`src/rtl/serial_frame_tx.sv`:
```
// Serial frame transmitter: start bit, LSB-first data, optional even parity, stop bit; line idles high.
// Define SERIAL_TX_PARITY_EN to insert the even-parity bit between the last data bit and the stop bit.
module serial_frame_tx #(
  parameter int DATA_W       = 8,
  parameter int CLKS_PER_BIT = 4
) (
  input  logic              clk,
  input  logic              reset,
  input  logic [DATA_W-1:0] tx_data,
  input  logic              tx_valid,
  output logic              tx_ready,
  output logic              serial_out,
  output logic              busy
);

  localparam int CNT_W = (CLKS_PER_BIT > 1) ? $clog2(CLKS_PER_BIT) : 1;
  localparam int IDX_W = (DATA_W > 1) ? $clog2(DATA_W) : 1;
  localparam logic [CNT_W-1:0] CNT_LAST = CNT_W'(CLKS_PER_BIT - 1);
  localparam logic [IDX_W-1:0] IDX_LAST = IDX_W'(DATA_W - 1);

  typedef enum logic [2:0] {
    S_IDLE,
    S_START,
    S_DATA,
`ifdef SERIAL_TX_PARITY_EN
    S_PARITY,
`endif
    S_STOP
  } state_t;

  state_t            r_state, w_state;
  logic [CNT_W-1:0]  r_cnt, w_cnt;
  logic [IDX_W-1:0]  r_idx, w_idx;
  logic [DATA_W-1:0] r_shift, w_shift;
  logic              r_serial, w_serial;
  logic              r_busy, w_busy;
  logic              r_ready, w_ready;
  logic              w_bit_end;
`ifdef SERIAL_TX_PARITY_EN
  logic              r_par;
`endif

  assign w_bit_end = (r_cnt == CNT_LAST);

  always_comb begin
    w_state = r_state;
    w_cnt   = r_cnt;
    w_idx   = r_idx;
    w_shift = r_shift;
    case (r_state)
      S_IDLE: begin
        if (tx_valid) begin
          w_state = S_START;
          w_shift = tx_data;
          w_cnt   = '0;
          w_idx   = '0;
        end
      end
      S_START: begin
        if (w_bit_end) begin
          w_cnt   = '0;
          w_idx   = '0;
          w_state = S_DATA;
        end else begin
          w_cnt = r_cnt + CNT_W'(1);
        end
      end
      S_DATA: begin
        if (w_bit_end) begin
          w_cnt   = '0;
          w_shift = r_shift >> 1;
          if (r_idx == IDX_LAST) begin
`ifdef SERIAL_TX_PARITY_EN
            w_state = S_PARITY;
`else
            w_state = S_STOP;
`endif
          end else begin
            w_idx = r_idx + IDX_W'(1);
          end
        end else begin
          w_cnt = r_cnt + CNT_W'(1);
        end
      end
`ifdef SERIAL_TX_PARITY_EN
      S_PARITY: begin
        if (w_bit_end) begin
          w_cnt   = '0;
          w_state = S_STOP;
        end else begin
          w_cnt = r_cnt + CNT_W'(1);
        end
      end
`endif
      S_STOP: begin
        if (w_bit_end) begin
          w_cnt   = '0;
          w_state = S_IDLE;
        end else begin
          w_cnt = r_cnt + CNT_W'(1);
        end
      end
      default: begin
        w_state = S_IDLE;
        w_cnt   = '0;
      end
    endcase
  end

  // Outputs are decoded from the next state so they register alongside it.
  always_comb begin
    w_serial = 1'b1;
    case (w_state)
      S_START:  w_serial = 1'b0;
      S_DATA:   w_serial = w_shift[0];
`ifdef SERIAL_TX_PARITY_EN
      S_PARITY: w_serial = r_par;
`endif
      default:  w_serial = 1'b1;
    endcase
    w_busy  = (w_state != S_IDLE);
    w_ready = (w_state == S_IDLE);
  end

  always_ff @(posedge clk or negedge reset) begin
    if (!reset) begin
      r_state  <= S_IDLE;
      r_cnt    <= '0;
      r_idx    <= '0;
      r_shift  <= '0;
      r_serial <= 1'b1;
      r_busy   <= 1'b0;
      r_ready  <= 1'b1;
    end else begin
      r_state  <= w_state;
      r_cnt    <= w_cnt;
      r_idx    <= w_idx;
      r_shift  <= w_shift;
      r_serial <= w_serial;
      r_busy   <= w_busy;
      r_ready  <= w_ready;
    end
  end

`ifdef SERIAL_TX_PARITY_EN
  // Parity is taken from the word as accepted, not from later tx_data.
  always_ff @(posedge clk or negedge reset) begin
    if (!reset) begin
      r_par <= 1'b0;
    end else if (r_state == S_IDLE && tx_valid) begin
      r_par <= ^tx_data;
    end
  end
`endif

  assign tx_ready   = r_ready;
  assign serial_out = r_serial;
  assign busy       = r_busy;

endmodule

```
`config.mk`:
```
export PLATFORM = sky130hd
export DESIGN_NAME = serial_frame_tx
export DESIGN_NICKNAME = d
export VERILOG_FILES = /design/src/rtl/serial_frame_tx.sv
export SDC_FILE = /design/constraint.sdc
export NUM_CORES = 1
export LEC_CHECK = 0
export BUFFER_PORTS_ARGS = -buffer_cell sky130_fd_sc_hd__buf_2
export CAP_MARGIN = 20
export CORE_AREA = 2 2 46 48
export DETAILED_ROUTE_END_ITERATION = 10
export DIE_AREA = 0 0 48 50
export MAX_ROUTING_LAYER = met4
export PLACE_DENSITY_LB_ADDON = 0.2
export SKIP_LAST_GASP = 1
export SYNTH_ARGS = -nofsm -noshare
export SYNTH_HDL_FRONTEND = slang
export SYNTH_SLANG_ARGS = --single-unit
```
`constraint.sdc`:
```
create_clock -name clk -period 2.05 [get_ports clk]
set_clock_uncertainty 0.2 [all_clocks]
set_input_delay 0.41 -clock clk [delete_from_list [all_inputs] [get_ports clk]]
set_output_delay 0.41 -clock clk [all_outputs]
set_load 0.02 [all_outputs]
```
Yosys cells after proc, flatten, opt, wreduce, memory -nomap -nowiden
Index checks and enable logic that the tools add are counted.
{"block": "classes", "shifts": 0, "eq_ne": 11, "mul": 0, "addsub": 2, "muxes": 18, "div_mod_pow": 0, "n_lt_le_gt_ge": 0, "reduce_logical": 8, "bitwise_logic": 0}
{"cell": "$mux 3", "n": 9}
{"cell": "$mux 8", "n": 2}
{"cell": "$pmux 8 s2", "n": 1}
{"cell": "$pmux 3 s4", "n": 1}
{"cell": "$eq 3x2->1 const B", "n": 3}
{"cell": "$pmux 3 s3", "n": 1}
{"cell": "$ne 2x2->1 const B", "n": 4}
{"cell": "$eq 3x1->1 const B", "n": 2}
{"cell": "$logic_not 3->1", "n": 2}
{"cell": "$reduce_bool 3->1", "n": 2}
{"cell": "$reduce_and 5->1", "n": 1}
{"cell": "$mux 2", "n": 2}
{"cell": "$pmux 2 s2", "n": 1}
{"cell": "$add 3x1->3 const B", "n": 1}
{"cell": "$eq 3x3->1 const B", "n": 1}
{"cell": "$reduce_and 3->1", "n": 1}
{"cell": "$reduce_or 3->1", "n": 1}
{"cell": "$add 2x1->2 const B", "n": 1}
{"cell": "$eq 2x2->1 const B", "n": 1}
{"cell": "$pmux 1 s2", "n": 1}
{"cell": "$reduce_bool 2->1", "n": 1}
{"block": "word_totals", "ramBits": 0, "mem_count": 0, "output_inout_bits": 3, "rom_bits": 0, "register_bits": 19, "latchBits": 0}

Longest topological paths before layout
{"block": "logic_depth", "word_depth": 6, "ltp_mapped": 5, "depth_no_buf": 5}

Least setup slack after synthesis
Ideal clock, no wire load.
{"block": "synth_timing", "kind": "reg-to-reg", "startpoint": "reg r_idx[0]", "endpoint": "reg r_idx[2]", "arrival_time_ns": 1.504, "setup_slack_ns": 0.221, "required_ns": 1.725, "synth_period_minus_slack_ns": 1.829, "n_path_buf": 0, "path_stages_with_launch": 6, "cell_sequence": "dfrtp_1 ha_1 ha_1 nand4bb_1 a31oi_4 mux2_4"}
{"block": "synth_via", "elab_chain_len": 4, "word_cells_on_any_way": 7, "cone_classes": "add/sub (1); eq/ne (2); mux (3); reduce/logical (1)"}
{"item": "from (decl)", "line_no": "33", "rtl": "logic [IDX_W-1:0] r_idx, w_idx;"}
{"item": "from (signal assigned)", "line_no": "137", "rtl": "r_idx <= w_idx;"}
{"item": "$add 3x1->3", "line_no": "79", "rtl": "w_idx = r_idx + IDX_W'(1);"}
{"item": "$mux 3", "line_no": "72", "rtl": "if (r_idx == IDX_LAST) begin"}
{"item": "$mux 3", "line_no": "69", "rtl": "if (w_bit_end) begin"}
{"item": "$pmux 3 s3", "line_no": "50", "rtl": "case (r_state)"}
Several ways; a longest one is shown, not always the timed one. The select of a mux whose other input is x is not followed.
A chain may end at the register's enable or synchronous reset.

Final worst setup path
Ends and elaborated chain as after synthesis.

==> out/metrics.yaml <==
cp_max_fo: 4
seq_area_frac_synth_pct: 48.2
met2_length_um: 860
drive_gt1_share_pct: 25.0
ys_top_cells_by_area: "dfrtp_1 (43%), a22oi_1 (5.3%), dfstp_2 (5.3%)"
period_share_pct: 93.5
ys_ff_latch: 19
routed-wl-met3_um: 54
antennaDiodeCount: 0
cts_setup_buffers: 0
synth_top_cell_by_area: "dfrtp_1"
cp-start-kind: "flop"
finalHoldViolCount: 0
final_area_mm2: 0.00112
die_h_um: 50
synthAdderAreaFrac_pct: 3.79
peakVddDrop_mv: 0.386
routabilityCongestion: 0.759
grt_usage_pct: 17.8
synth_cell_types: 36
slew_violations: 0
yosys.area_share.simple_pct: 24.7
post-route-min-period_ns: 1.92
first_global_vias: 701
crit_required_ns: 2.03
highest_layer: "met4"
start_util_pct: 52.1
whs_ns: 0.100
rows: 16
grt_pass1_wl_mm: 3.05
core_mm2: 0.00190
cp-startpoint: "r_idx[0]"
clock-sinks: 19
viasPerCell: 5.41
reg2reg_from: "r_idx[0]"
via_count: 731
synth_top_area_share_pct: 42.9
antenna_found_initial: 0
grt_setup_unrepaired: "false"
synth_area_per_cell_um2: 10.8
dieWidth_um: 48
synthFlopType: "dfrtp_1"
io_buffers: 13
fin_util_pct: 58.8
grt_remaining_overflow: 0
power_leakage_nw: 0.520
wire_per_inst_um: 13.3
clk_pin_slew_worst_paths_ns: 0.11
synthArstFlopShare_pct: 100
m1WireLength_um: 865
yosys-top-cells-count: "dfrtp_1 (17), nand2_1 (11), nand3_1 (9), a22oi_1 (7)"
cts-htree-levels: 1
final_nets: 123
antenna_left: 0
cts_tree: "yes"
hold_class: "input port to flop"
max_freq_mhz: 522
grt_start_max_net_pins: 20
clk_latency_ns: 0.29
maxCapViolations: 0
detailed_place_hpwl_mm: 1.30
drt-total-wl_mm: 1.80
die_area_mm2: 0.00240
synth_nets: 106
worstRegToRegCells: 5
holdCritStartpoint: "tx_data[7]"
power_density_mw_per_mm2: 654
clk_path_buf_depth: 2
critPathCapture: "r_idx[2]"
synth-edff-count: 0
cts_buffers: 3
drtIter0Drc: 17
synth-xor-area-share_pct: 0
synth_top_family_by_area: "simple AND/OR/NAND/NOR gates"
outcome: "completed"
syn_to_final_growth_pct: 12.9
syn_area_um2: 991
drt_pass1_iterations: 4
path_class: "flop to flop"
placed_area_mm2: 0.00108
yosys_warnings: 0
setup_viol: 0
crit_path_end_kind: "flop"
syn_inst: 92
tns_ns: 0
io_pins: 14
yosys-mux-area-fraction_pct: 2.53
cts_root_buffer: "clkbuf_4"
synth_compound_area_share_pct: 15.4
r2r_setup_slack_ns: 0.13
drcViolationCount: 0
arrival_ns: 1.90
r2r-end: "r_idx[2]"
yosysMostFrequentCell: "dfrtp_1"
-- cells in the final DEF, fill, tap and decap left out, types with 3 or more instances in the layout --
| cell type | n |
|---|---|
| a21oi_1 | 4 |
| nand3b_1 | 3 |
| nand2b_1 | 4 |
| buf_4 | 4 |
| clkbuf_4 | 3 |
| dfrtp_1 | 17 |
| buf_2 | 13 |
| nand2_1 | 11 |
| ha_1 | 3 |
| inv_1 | 3 |
| nand3_1 | 9 |
| a22oi_1 | 7 |
-- routing by layer --
layer	vias to the layer above	track usage (%)
met5	-	-
met4	0	6.76
met3	2	3.30
met2	14	24.9
met1	347	25.2
li1	368	-
-- state kept, by name, summed over array words and instances (netlist names) --
name        flops
busy            1
r_cnt           2
r_idx           3
r_shift         8
r_state         3
serial_out      1
tx_ready        1
-- how the worst min path moves through the flow --
stage                  to  cells past startpoint
2_1_floorplan        busy                      0
3_3_place_gp     r_idx[0]                      1
3_5_place_dp     r_idx[0]                      1
4_1_cts        r_shift[7]                      3
5_1_grt        r_shift[7]                      3
6_report       r_shift[7]                      3
-- stage by stage --
step	total power, W	cells	setup slack, ns
after floorplan	0.000512	92	0.221
after global placement	0.000549	130	0.138
after detailed placement	0.000555	130	0.140
after CTS	0.000743	135	0.121
after global routing	0.000779	135	0.0258
final	0.000732	135	0.134
-- critical path, stage by stage (launching register included) --
cell	delay (ns)
dfrtp_1	0.41
ha_1	0.21
ha_1	0.21
nand4bb_1	0.25
a31oi_4	0.23
mux2_4	0.31
-- where the power goes --
part           switching (W)  leakage (nW)  internal, W
registers          0.0000265         0.241     0.000415
logic              0.0000565         0.264    0.0000497
clock network       0.000109        0.0150    0.0000756
total               0.000192         0.520     0.000540
-- repair_timing --
action,4_1_cts,5_1_grt
hold buffers,1,0
endpoints found under the hold margin,17,0
gates resized for setup,0,0
-- layout make-up --
| class | instances | area (µm²) |
|---|---|---|
| well taps | 27 | 33.8 |
| inverters | 3 | 11.3 |
| repair buffers | 18 | 105 |
| fillers | 172 | 783 |
| multi-input cells | 64 | 464 |
| clock buffers | 4 | 26.3 |
| flip-flops and latches | 19 | 478 |
-- cells by family after synthesis --
family,count (synthesis)
simple gates,38
compound gates,20
flops,19
buf+inv,9
fa+ha+maj,3
mux,2
other cells,1
No activity file was read; power rests on OpenSTA's default activity.
